==> config.mk <==
export PLATFORM = sky130hd
export DESIGN_NAME = dmi_avalon_master_flat
export DESIGN_NICKNAME = d
export VERILOG_FILES = /design/src/rtl/dmi_avalon_master_if.sv /design/src/rtl/dmi_avalon_master.sv /design/src/flat_wrapper.sv
export SDC_FILE = /design/constraint.sdc
export NUM_CORES = 1
export LEC_CHECK = 0
export ABC_AREA = 1
export CAP_MARGIN = 20
export CORE_ASPECT_RATIO = 1.5
export CORE_MARGIN = 2
export CORE_UTILIZATION = 48
export CTS_CLUSTER_DIAMETER = 30
export CTS_CLUSTER_SIZE = 40
export DETAILED_ROUTE_END_ITERATION = 7
export PLACE_DENSITY = 0.81
export SYNTH_ARGS = -nofsm -noshare
export SYNTH_HDL_FRONTEND = slang
export SYNTH_SLANG_ARGS = --single-unit
==> constraint.sdc <==
create_clock -name clk_i -period 4.25 [get_ports clk_i]
set_clock_uncertainty 0.2 [all_clocks]
set_input_delay 0.85 -clock clk_i [delete_from_list [all_inputs] [get_ports clk_i]]
set_output_delay 0.85 -clock clk_i [all_outputs]
set_load 0.02 [all_outputs]
==> src/rtl/dmi_avalon_master_if.sv <==
// -----------------------------------------------------------------------------
// dmi_avalon_master_if
//   Bundles the DMI request/response channel and the Avalon-MM master port
//   driven by dmi_avalon_master.
//
//   DMI request  : dmi_req_i {addr[6:0], op[1:0], data[31:0]}, dmi_req_valid_i,
//                  dmi_req_ready_o
//   DMI response : dmi_resp_o {data[31:0], resp[1:0]}, dmi_resp_valid_o,
//                  dmi_resp_ready_i
//   Avalon-MM    : avalon_m_address/read/write/writedata/byteenable (out),
//                  avalon_m_waitrequest_n/readdata/readdatavalid/response (in)
//
//   modport master : the dmi_avalon_master side
//   modport slave  : the DTM host plus the Avalon fabric side
// -----------------------------------------------------------------------------
interface dmi_avalon_master_if;

    typedef struct packed {
        logic [6:0]  addr;
        logic [1:0]  op;
        logic [31:0] data;
    } dmi_req_t;

    typedef struct packed {
        logic [31:0] data;
        logic [1:0]  resp;
    } dmi_resp_t;

    dmi_req_t    dmi_req_i;
    logic        dmi_req_valid_i;
    logic        dmi_req_ready_o;
    dmi_resp_t   dmi_resp_o;
    logic        dmi_resp_valid_o;
    logic        dmi_resp_ready_i;

    logic [31:0] avalon_m_address;
    logic        avalon_m_read;
    logic        avalon_m_write;
    logic [31:0] avalon_m_writedata;
    logic [3:0]  avalon_m_byteenable;
    logic        avalon_m_waitrequest_n;
    logic [31:0] avalon_m_readdata;
    logic        avalon_m_readdatavalid;
    logic [1:0]  avalon_m_response;

    modport master (
        input  dmi_req_i, dmi_req_valid_i, dmi_resp_ready_i,
               avalon_m_waitrequest_n, avalon_m_readdata,
               avalon_m_readdatavalid, avalon_m_response,
        output dmi_req_ready_o, dmi_resp_o, dmi_resp_valid_o,
               avalon_m_address, avalon_m_read, avalon_m_write,
               avalon_m_writedata, avalon_m_byteenable
    );

    modport slave (
        output dmi_req_i, dmi_req_valid_i, dmi_resp_ready_i,
               avalon_m_waitrequest_n, avalon_m_readdata,
               avalon_m_readdatavalid, avalon_m_response,
        input  dmi_req_ready_o, dmi_resp_o, dmi_resp_valid_o,
               avalon_m_address, avalon_m_read, avalon_m_write,
               avalon_m_writedata, avalon_m_byteenable
    );

endinterface

==> src/rtl/dmi_avalon_master.sv <==
// -----------------------------------------------------------------------------
// dmi_avalon_master
//   DMI responder giving a debug host system-bus access through an Avalon-MM
//   master. Register window (DMI word address):
//     0x00 ADDR  byte address of the next bus access ([1:0] forced to 0)
//     0x01 DATA  write -> blocking bus write; read -> current DATA, then an
//                optional background bus read (autoread)
//     0x02 CTRL  [0] autoinc, [1] autoread, [8] busy (RO), [12] err (W1C),
//                [13] timeout (W1C, timeout build only)
//
//   Ports : clk_i, rst_i (async, active high), bus (dmi_avalon_master_if.master)
//   Params: ADDR_RESET     reset value of ADDR
//           TIMEOUT_CYCLES bus-cycle abort limit (timeout build only)
//   Macro : DMI_AVALON_TIMEOUT_EN enables the bus timeout counter.
// -----------------------------------------------------------------------------
module dmi_avalon_master #(
    parameter logic [31:0] ADDR_RESET     = 32'h0,
    parameter int unsigned TIMEOUT_CYCLES = 1024
) (
    input  logic                       clk_i,
    input  logic                       rst_i,
    dmi_avalon_master_if.master        bus
);

    typedef enum logic [1:0] {IDLE, BUS_REQ, BUS_RD, RESP} state_t;

    localparam logic [6:0] A_ADDR = 7'h00;
    localparam logic [6:0] A_DATA = 7'h01;
    localparam logic [6:0] A_CTRL = 7'h02;
    localparam logic [1:0] OP_NOP = 2'd0;
    localparam logic [1:0] OP_RD  = 2'd1;
    localparam logic [1:0] OP_WR  = 2'd2;

    state_t      r_state, w_next;
    logic [31:0] r_addr, r_data, r_resp_data;
    logic [1:0]  r_resp_code;
    logic        r_autoinc, r_autoread, r_err;
    logic        r_is_write;   // current bus op is the blocking DATA write
    logic        r_bg;         // current bus op is a background read
    logic        r_bg_pend;    // background read starts after response handshake

    logic        w_accept, w_cmd_done, w_rd_done, w_resp_done;
    logic        w_start_bus, w_ctrl_wr, w_busy, w_abort, w_timeout_bit;
    logic [31:0] w_ctrl;

    assign w_start_bus = (bus.dmi_req_i.op == OP_WR) && (bus.dmi_req_i.addr == A_DATA) && !r_err;
    assign w_ctrl_wr   = w_accept && (bus.dmi_req_i.op == OP_WR) && (bus.dmi_req_i.addr == A_CTRL);
    assign w_busy      = (r_state == BUS_REQ) || (r_state == BUS_RD) || r_bg_pend;
    assign w_ctrl      = {18'b0, w_timeout_bit, r_err, 3'b0, w_busy, 6'b0, r_autoread, r_autoinc};

`ifdef DMI_AVALON_TIMEOUT_EN
    logic [31:0] r_cnt;
    logic        r_timeout;

    // Abort only when the awaited event has not arrived in the limit cycle.
    assign w_abort = (r_cnt == 32'(TIMEOUT_CYCLES - 1)) &&
                     (((r_state == BUS_REQ) && !bus.avalon_m_waitrequest_n) ||
                      ((r_state == BUS_RD)  && !bus.avalon_m_readdatavalid));
    assign w_timeout_bit = r_timeout;

    always_ff @(posedge clk_i or posedge rst_i) begin
        if (rst_i) begin
            r_cnt     <= '0;
            r_timeout <= 1'b0;
        end else begin
            if (((r_state == BUS_REQ) || (r_state == BUS_RD)) && (w_next == r_state))
                r_cnt <= r_cnt + 32'd1;
            else
                r_cnt <= '0;
            if (w_abort)
                r_timeout <= 1'b1;
            else if (w_ctrl_wr && bus.dmi_req_i.data[13])
                r_timeout <= 1'b0;
        end
    end
`else
    assign w_abort       = 1'b0;
    assign w_timeout_bit = 1'b0;
`endif

    always_ff @(posedge clk_i or posedge rst_i) begin
        if (rst_i) r_state <= IDLE;
        else       r_state <= w_next;
    end

    always_comb begin
        w_next      = r_state;
        w_accept    = 1'b0;
        w_cmd_done  = 1'b0;
        w_rd_done   = 1'b0;
        w_resp_done = 1'b0;
        case (r_state)
            IDLE: if (bus.dmi_req_valid_i) begin
                w_accept = 1'b1;
                w_next   = w_start_bus ? BUS_REQ : RESP;
            end
            BUS_REQ: if (bus.avalon_m_waitrequest_n) begin
                w_cmd_done = 1'b1;
                w_next     = r_is_write ? RESP : BUS_RD;
            end else if (w_abort) begin
                w_next = r_bg ? IDLE : RESP;
            end
            BUS_RD: if (bus.avalon_m_readdatavalid) begin
                w_rd_done = 1'b1;
                w_next    = IDLE;
            end else if (w_abort) begin
                w_next = IDLE;
            end
            RESP: if (bus.dmi_resp_ready_i) begin
                w_resp_done = 1'b1;
                w_next      = r_bg_pend ? BUS_REQ : IDLE;
            end
            default: w_next = IDLE;
        endcase
    end

    assign bus.dmi_req_ready_o     = (r_state == IDLE);
    assign bus.dmi_resp_valid_o    = (r_state == RESP);
    assign bus.dmi_resp_o          = {r_resp_data, r_resp_code};
    assign bus.avalon_m_address    = r_addr;
    assign bus.avalon_m_read       = (r_state == BUS_REQ) && !r_is_write;
    assign bus.avalon_m_write      = (r_state == BUS_REQ) && r_is_write;
    assign bus.avalon_m_writedata  = r_data;
    assign bus.avalon_m_byteenable = 4'hF;

    always_ff @(posedge clk_i or posedge rst_i) begin
        if (rst_i) begin
            r_addr      <= {ADDR_RESET[31:2], 2'b00};
            r_data      <= '0;
            r_resp_data <= '0;
            r_resp_code <= '0;
            r_autoinc   <= 1'b0;
            r_autoread  <= 1'b0;
            r_err       <= 1'b0;
            r_is_write  <= 1'b0;
            r_bg        <= 1'b0;
            r_bg_pend   <= 1'b0;
        end else begin
            if (w_accept) begin
                r_resp_data <= '0;
                r_resp_code <= 2'd0;
                r_is_write  <= 1'b0;
                r_bg        <= 1'b0;
                r_bg_pend   <= 1'b0;
                if (bus.dmi_req_i.op == OP_NOP) begin
                    r_resp_code <= 2'd0;
                end else if (bus.dmi_req_i.op != OP_RD && bus.dmi_req_i.op != OP_WR) begin
                    r_resp_code <= 2'd2;
                end else begin
                    case (bus.dmi_req_i.addr)
                        A_ADDR: if (bus.dmi_req_i.op == OP_RD) begin
                            r_resp_data <= r_addr;
                        end else begin
                            r_addr    <= {bus.dmi_req_i.data[31:2], 2'b00};
                            r_bg_pend <= r_autoread && !r_err;
                        end
                        A_DATA: if (r_err) begin
                            r_resp_code <= 2'd2;
                        end else if (bus.dmi_req_i.op == OP_RD) begin
                            r_resp_data <= r_data;
                            r_bg_pend   <= r_autoread;
                        end else begin
                            r_data     <= bus.dmi_req_i.data;
                            r_is_write <= 1'b1;
                        end
                        A_CTRL: if (bus.dmi_req_i.op == OP_RD) begin
                            r_resp_data <= w_ctrl;
                        end else begin
                            r_autoinc  <= bus.dmi_req_i.data[0];
                            r_autoread <= bus.dmi_req_i.data[1];
                            if (bus.dmi_req_i.data[12]) r_err <= 1'b0;
                        end
                        default: r_resp_code <= 2'd2;
                    endcase
                end
            end

            if (w_resp_done && r_bg_pend) begin
                r_bg      <= 1'b1;
                r_is_write <= 1'b0;
                r_bg_pend <= 1'b0;
            end

            // Write completion status is taken with the command acceptance.
            if (w_cmd_done && r_is_write) begin
                if (bus.avalon_m_response != 2'd0) begin
                    r_err       <= 1'b1;
                    r_resp_code <= 2'd2;
                end else if (r_autoinc) begin
                    r_addr <= r_addr + 32'd4;
                end
            end

            if (w_rd_done) begin
                r_data <= bus.avalon_m_readdata;
                if (bus.avalon_m_response != 2'd0) r_err  <= 1'b1;
                else if (r_autoinc)                r_addr <= r_addr + 32'd4;
            end

            if (w_abort) begin
                r_err <= 1'b1;
                if (!r_bg) r_resp_code <= 2'd2;
            end
        end
    end

endmodule

==> src/flat_wrapper.sv <==
// flat-port wrapper written by rule: the top's interface ports become plain ports
module dmi_avalon_master_flat 
#(
    parameter logic [31:0] ADDR_RESET     = 32'h0,
    parameter int unsigned TIMEOUT_CYCLES = 1024
)
  (clk_i, rst_i, bus_dmi_req_i, bus_dmi_req_valid_i, bus_dmi_resp_ready_i, bus_avalon_m_waitrequest_n, bus_avalon_m_readdata, bus_avalon_m_readdatavalid, bus_avalon_m_response, bus_dmi_req_ready_o, bus_dmi_resp_o, bus_dmi_resp_valid_o, bus_avalon_m_address, bus_avalon_m_read, bus_avalon_m_write, bus_avalon_m_writedata, bus_avalon_m_byteenable);
  dmi_avalon_master_if bus_i ();
  input  logic clk_i;
  input  logic rst_i;
  input wire logic [$bits(bus_i.dmi_req_i)-1:0] bus_dmi_req_i;
  input wire logic [$bits(bus_i.dmi_req_valid_i)-1:0] bus_dmi_req_valid_i;
  input wire logic [$bits(bus_i.dmi_resp_ready_i)-1:0] bus_dmi_resp_ready_i;
  input wire logic [$bits(bus_i.avalon_m_waitrequest_n)-1:0] bus_avalon_m_waitrequest_n;
  input wire logic [$bits(bus_i.avalon_m_readdata)-1:0] bus_avalon_m_readdata;
  input wire logic [$bits(bus_i.avalon_m_readdatavalid)-1:0] bus_avalon_m_readdatavalid;
  input wire logic [$bits(bus_i.avalon_m_response)-1:0] bus_avalon_m_response;
  output wire logic [$bits(bus_i.dmi_req_ready_o)-1:0] bus_dmi_req_ready_o;
  output wire logic [$bits(bus_i.dmi_resp_o)-1:0] bus_dmi_resp_o;
  output wire logic [$bits(bus_i.dmi_resp_valid_o)-1:0] bus_dmi_resp_valid_o;
  output wire logic [$bits(bus_i.avalon_m_address)-1:0] bus_avalon_m_address;
  output wire logic [$bits(bus_i.avalon_m_read)-1:0] bus_avalon_m_read;
  output wire logic [$bits(bus_i.avalon_m_write)-1:0] bus_avalon_m_write;
  output wire logic [$bits(bus_i.avalon_m_writedata)-1:0] bus_avalon_m_writedata;
  output wire logic [$bits(bus_i.avalon_m_byteenable)-1:0] bus_avalon_m_byteenable;
  assign bus_i.dmi_req_i = bus_dmi_req_i;
  assign bus_i.dmi_req_valid_i = bus_dmi_req_valid_i;
  assign bus_i.dmi_resp_ready_i = bus_dmi_resp_ready_i;
  assign bus_i.avalon_m_waitrequest_n = bus_avalon_m_waitrequest_n;
  assign bus_i.avalon_m_readdata = bus_avalon_m_readdata;
  assign bus_i.avalon_m_readdatavalid = bus_avalon_m_readdatavalid;
  assign bus_i.avalon_m_response = bus_avalon_m_response;
  assign bus_dmi_req_ready_o = bus_i.dmi_req_ready_o;
  assign bus_dmi_resp_o = bus_i.dmi_resp_o;
  assign bus_dmi_resp_valid_o = bus_i.dmi_resp_valid_o;
  assign bus_avalon_m_address = bus_i.avalon_m_address;
  assign bus_avalon_m_read = bus_i.avalon_m_read;
  assign bus_avalon_m_write = bus_i.avalon_m_write;
  assign bus_avalon_m_writedata = bus_i.avalon_m_writedata;
  assign bus_avalon_m_byteenable = bus_i.avalon_m_byteenable;
  dmi_avalon_master #(.ADDR_RESET(ADDR_RESET), .TIMEOUT_CYCLES(TIMEOUT_CYCLES)) u_core (.clk_i(clk_i), .rst_i(rst_i), .bus(bus_i));
endmodule
After elaboration in Yosys (flattened, before gate mapping)
Index checks and enable logic that the tools add are counted.

word-level totals
  bits in registers = 105
  bits of input ports = 81

operators by class
  mux-type cells = 73
  add/sub/neg operators = 1
  equal/unequal tests = 17
  reduce and logical (&&, ||, !) cells = 23
  bitwise gates (word level) = 3

operators with widths
  cell                                            number
  2-to-1 mux 32 bit                               23
  case mux 32 bit (3 select lines)                1
  2-to-1 mux 1 bit                                34
  adder 32 x 3 -> 32 bit (second input constant)  1
  2-to-1 mux 2 bit                                11
  2-to-1 mux 13 bit                               1
  != test 2 bit (second input constant)           6
  logical AND 1 bit                               8
  != test 2 x 1 -> 1 bit (second input constant)  4
  case mux 2 bit (4 select lines)                 1
  nonzero test 2 bit                              4
  == test 7 x 1 -> 1 bit (second input constant)  1
  == test 7 x 2 -> 1 bit (second input constant)  1
  logical NOT 7 bit                               1
  == test 2 bit (second input constant)           3
  AND reduction 6 bit                             1
  AND reduction 5 bit                             1
  == test 2 x 1 -> 1 bit (second input constant)  2
  logical NOT 2 bit                               2
  case mux 2 bit (2 select lines)                 1
  AND reduction 4 bit                             1
  inverter 1 bit                                  3
  logical NOT 1 bit                               2
  logical OR 1 bit                                2
  2 further kinds                                 2

Longest topological paths before layout
  word-level depth = 12
  mapped depth = 13

Least setup slack after synthesis
Ideal clock, no wire load.

  path kind = input port to flip-flop
  start = input port bus_dmi_req_i[32]
  end = register u_core.r_addr[27] (netlist: u_core.bus.avalon_m_address[27])
  path buffers = 2
  slack = 1.874 ns
  data arrival time = 2.052 ns
  library setup time = 0.124 ns
  cell stages on the path = 11
  data required time = 3.926 ns
  cell sequence = inv_1 ha_1 nor2_4 nand2_2 nor2_2 nor2b_2 buf_6 buf_4 o21ai_0 a21oi_1 a21oi_1

between the ends
  cells in the longest elaborated chain, start to end = 12
  elaborated cells between the ends (all ways) = 16
  classes of those cells = 3 x eq/ne; 11 x mux; 2 x reduce/logical

RTL lines
  what                    line                      text
  start: declaration      flat_wrapper.sv:11        input wire logic [$bits(bus_i.dmi_req_i)-1:0] bus_dmi_req_i;
  == test 2 x 1 -> 1 bit  dmi_avalon_master.sv:151  A_ADDR: if (bus.dmi_req_i.op == OP_RD) begin
  2-to-1 mux 32 bit       dmi_avalon_master.sv:151
  2-to-1 mux 32 bit       dmi_avalon_master.sv:150  case (bus.dmi_req_i.addr)
  2-to-1 mux 32 bit       dmi_avalon_master.sv:147  end else if (bus.dmi_req_i.op != OP_RD && bus.dmi_req_i.op != OP_WR) begin
  2-to-1 mux 32 bit (*)   dmi_avalon_master.sv:145  if (bus.dmi_req_i.op == OP_NOP) begin
  2-to-1 mux 32 bit (*)   dmi_avalon_master.sv:139  if (w_accept) begin
  2-to-1 mux 32 bit       dmi_avalon_master.sv:189  end else if (r_autoinc) begin
  2-to-1 mux 32 bit       dmi_avalon_master.sv:186  if (bus.avalon_m_response != 2'd0) begin
  2-to-1 mux 32 bit (*)   dmi_avalon_master.sv:185  if (w_cmd_done && r_is_write) begin
  2-to-1 mux 32 bit       dmi_avalon_master.sv:197  else if (r_autoinc) r_addr <= r_addr + 32'd4;
  2-to-1 mux 32 bit       dmi_avalon_master.sv:196  if (bus.avalon_m_response != 2'd0) r_err <= 1'b1;
  2-to-1 mux 32 bit (*)   dmi_avalon_master.sv:194  if (w_rd_done) begin
  end signal: assignment  dmi_avalon_master.sv:154  r_addr <= {bus.dmi_req_i.data[31:2], 2'b00};
  end signal: assignment  dmi_avalon_master.sv:190  r_addr <= r_addr + 32'd4;
  end signal: assignment  dmi_avalon_master.sv:197
  end: declaration        dmi_avalon_master.sv:35   logic [31:0] r_addr, r_data, r_resp_data;

Mark *: on every way between the ends. The rest lies on a longest branch, timed or not.
A chain may end at the register's enable or synchronous reset.

Worst setup path after layout
  start = input port bus_dmi_req_i[32]
  end = register u_core.r_addr[17] (netlist: u_core.bus.avalon_m_address[17])

The elaborated chain is that of the path after synthesis.

==> results.py <==
metrics = {
    "routing": {
        "post_drt_wl_per_cell_um": 17.4,
        "vias_per_inst": 5.47,
        "route.final.wire_length_mm": 20.3,
        "drt_first_iter_violations": 487,
        "number_of_iterations_in_the_first_detailed_routing_pass": 5,
        "dr_total_vias": 6371,
        "route.antenna.remaining_nets": 0,
        "drc": 0,
    },
    "clock_network": {
        "cts_hold_repair.buffers": 0,
        "postCtsSetupRepairBufs": 0,
        "cts_tree": "done",
        "cts.sinks": 105,
        "h-tree-depth": 3,
        "max-clock-path-buffers": 2,
        "post_cts_resized": 0,
        "clock_tree_root": "clkbuf_16",
        "clock_insertion_delay_worst_skew_ns": 0.35,
        "tritoncts.num_buffers": 9,
        "path_clk_slew_ns": 0.08,
    },
    "yosys": {
        "synthAdderAreaFrac_pct": 2.02,
        "post_synth_inst_count": 840,
        "yosys.area_share.xor_xnor_pct": 0.849,
        "synth_enable_flop_cells": 0,
        "synth_area_per_cell_um2": 7.37,
        "yosys.area.top_type_share_pct": 42.5,
        "synth_top_family_by_area": "simple AND/OR/NAND/NOR gates",
        "yosys.cell_types.count": 43,
        "most_used_dff_post_synth": "dfrtp_1",
        "synth-seq-cells": 105,
        "post_synth_and_or_nand_nor_area_fraction_pct": 30.2,
        "netlist.top_cell.by_area": "dfrtp_1",
        "synth.yosys.seq_area_share_pct": 42.5,
        "area_fraction_in_compound_gates_after_synthesis_pct": 14.4,
        "synth.cell_area_mm2": 0.00619,
        "ys.warnings.count": 0,
        "synth.area.mux_share_pct": 0.364,
        "synth-async-reset-ratio_pct": 100,
        "post_synth_main_area_contributors": "dfrtp_1 (42%), nand2_1 (15%), inv_1 (5.0%)",
    },
    "critical_path": {
        "start_kind": "input port",
        "data_arrival_time_at_the_worst_slack_endpoint_ns": 3.30,
        "critical_path_required_ns": 4.33,
        "crit_fanout": 14,
        "setup_cp_type": "in2reg",
        "critical_path.endpoint_type": "flop",
    },
    "finish": {
        "fin_nets": 1094,
        "syn_to_final_growth_pct": 35.3,
        "most_common_library_cell_in_the_layout_ignoring_fill_and_taps": "nand2_1",
        "final_core_utilization_pct": 66.9,
        "n_antenna_cell": 0,
        "final_layout_size_suffix_gt1_share_pct": 5.95,
        "final_cell_mix": "nand2_1 (249), clkdlybuf4s50_1 (182), dfrtp_1 (105), inv_1 (81), nor2_1 (69)",
        "post_layout_nonfiller_instances": 1164,
        "postLayoutCellArea_mm2": 0.00837,
    },
    "floorplan": {
        "core_area_mm2": 0.0125,
        "die_outline_area_mm2": 0.0138,
        "floorplan.rows": 50,
        "initial_utilization_pct": 49.5,
        "die_h_um": 143,
        "floorplan.io_pins": 187,
        "die_w_um": 96.7,
    },
    "run": {
        "max_cap_viol": 0,
    },
    "global_route": {
        "grt_total_ovfl": 0,
        "track_usage_pct": 29.2,
        "grt_antenna_before_repair": 0,
        "first_global_vias": 6118,
        "grt_max_degree": 53,
        "first_pass_grt_wire_length_mm": 32.1,
    },
    "timing": {
        "grt_setup_unrepaired": "no",
        "tns_ns": 0,
        "drv_slew": 0,
        "final_critical_delay_including_setup_and_external_delays_ns": 3.22,
        "tightestPinTransition_ns": 0.722,
        "fmax_mhz": 310,
        "finalHoldViolations": 0,
        "setup_viol_count_final": 0,
        "relSlewSlack_pct": 51.6,
        "final_min_period_over_clock_period_pct": 75.9,
    },
    "place": {
        "replace_congestion": 0.983,
        "dp.final_hpwl_mm": 14.7,
        "numPortBuffers": 182,
        "placed_cells_incl_taps": 1147,
        "place_area_mm2": 0.00806,
    },
    "pwr": {
        "p_sw_mw": 1.37,
        "peak_ir_drop_on_the_vdd_network_mv": 0.234,
        "sw_share_pct": 38.3,
        "p_clk_share_pct": 23.5,
        "power.internal_mw": 2.20,
        "p_leak_nw": 3.93,
        "seq_power_share_pct": 38.1,
        "power_density_mw_per_mm2": 426,
        "comb_power_share_pct": 38.3,
    },
    "run_status": {
        "status": "finished, final reports clean",
    },
    "min_path": {
        "holdCritPathClass": "reg2reg",
    },
}
[flip-flops by register name (all words and copies together) (netlist names)]
| register | cells |
|---|---|
| u_core.r_resp_data | 32 |
| u_core.r_err | 1 |
| u_core.r_bg_pend | 1 |
| u_core.r_is_write | 1 |
| u_core.bus.avalon_m_writedata | 32 |
| u_core.r_autoread | 1 |
| u_core.r_resp_code | 2 |
| u_core.bus.avalon_m_address | 32 |
| u_core.r_autoinc | 1 |
| u_core.r_state | 2 |
[logic make-up (layout without fill, tap and decap cells)]
logic type,Yosys count,count (layout)
AND/OR/NAND/NOR,424,424
AO/OA/AOI/OAI,161,161
buffers and inverters,131,296
flip-flops,105,105
adder cells (fa/ha/maj),10,10
XOR/XNOR,6,6
multiplexers,2,2
other,1,4
[critical path, cell delays in order]
cell,delay (ns)
clkdlybuf4s50_1,0.52
inv_1,0.08
ha_1,0.23
nor2_4,0.15
nand2_2,0.09
nor2_2,0.11
nor2b_2,0.63
buf_4,0.30
nand2_1,0.06
o21ai_0,0.07
nor2_1,0.06
a31oi_1,0.16
[routing by layer]
| layer | vias to the layer above | wire length [um] | track usage (%) |
|---|---|---|---|
| li1 | 3064 | - | - |
| met1 | 2953 | 7460 | 34.8 |
| met2 | 305 | 10600 | 52.7 |
| met4 | 0 | 767 | 12.3 |
| met3 | 49 | 1440 | 3.87 |
| met5 | - | 0 | 0 |
[power groups by stage]
stage / combinational (mW) / clock, mW / sequential, mW
after global placement: 1.33 / 0 / 1.37
after CTS: 1.36 / 0.843 / 1.36
final: 1.37 / 0.839 / 1.36
after detailed placement: 1.35 / 0 / 1.38
after floorplan: 0.541 / 0 / 1.55
after global routing: 1.48 / 0.886 / 1.38
[through the flow]
step	power (mW)	setup WS (ns)	hold WS, ns
after floorplan	2.09	0.439	0.303
after global placement	2.71	0.782	0.264
after detailed placement	2.73	0.701	0.269
after CTS	3.56	1.04	0.289
after global routing	3.75	0.840	0.307
final	3.56	1.03	0.286
[cells in the mapped netlist, types with 2 or more instances]
cell type,count
nand2_1,249
dfrtp_1,105
inv_1,82
nor2_1,69
o21ai_0,58
nand3_1,53
a21oi_1,33
a31oi_1,32
o21ai_1,19
clkbuf_1,17
buf_4,13
nand4_1,12
buf_2,11
nor3_1,11
ha_1,10
o211ai_1,10
xor2_1,5
nand3_2,4
nor2_2,4
nor2_4,4
nor3_2,4
o22ai_1,4
buf_6,3
nand2_2,3
nand3b_1,3
and3_1,2
clkbuf_8,2
inv_2,2
mux2_2,2
[area by class of cell]
cell class | instances | area [um^2]
inverters | 85 | 324
clock buffers | 10 | 229
multi-input cells | 607 | 2970
clock inverters | 6 | 57.6
flip-flops and latches | 105 | 2630
fillers | 1077 | 4140
well taps | 156 | 195
repair buffers | 195 | 1960
[path summary, 6_finish.rpt]
check                      slack, ns                                             to  cells past startpoint                          startpoint
min reg2reg                     0.29             u_core.r_resp_data[24]$_DFFE_PP0N_                      2  u_core.r_resp_data[24]$_DFFE_PP0N_
min in group asynchronous       0.72                u_core.r_resp_code[0]$_DFF_PP0_                      2                               rst_i
max in group asynchronous       2.28  u_core.bus.avalon_m_writedata[25]$_DFFE_PP0P_                      3                               rst_i
max reg2reg                     1.49      u_core.bus.avalon_m_address[17]$_DFF_PP0_                     12       u_core.r_state[0]$_DFFE_PP0P_
min                             0.29             u_core.r_resp_data[24]$_DFFE_PP0N_                      2  u_core.r_resp_data[24]$_DFFE_PP0N_
max                             1.03      u_core.bus.avalon_m_address[17]$_DFF_PP0_                     12                   bus_dmi_req_i[32]
Power figures use the tool's default switching activity.
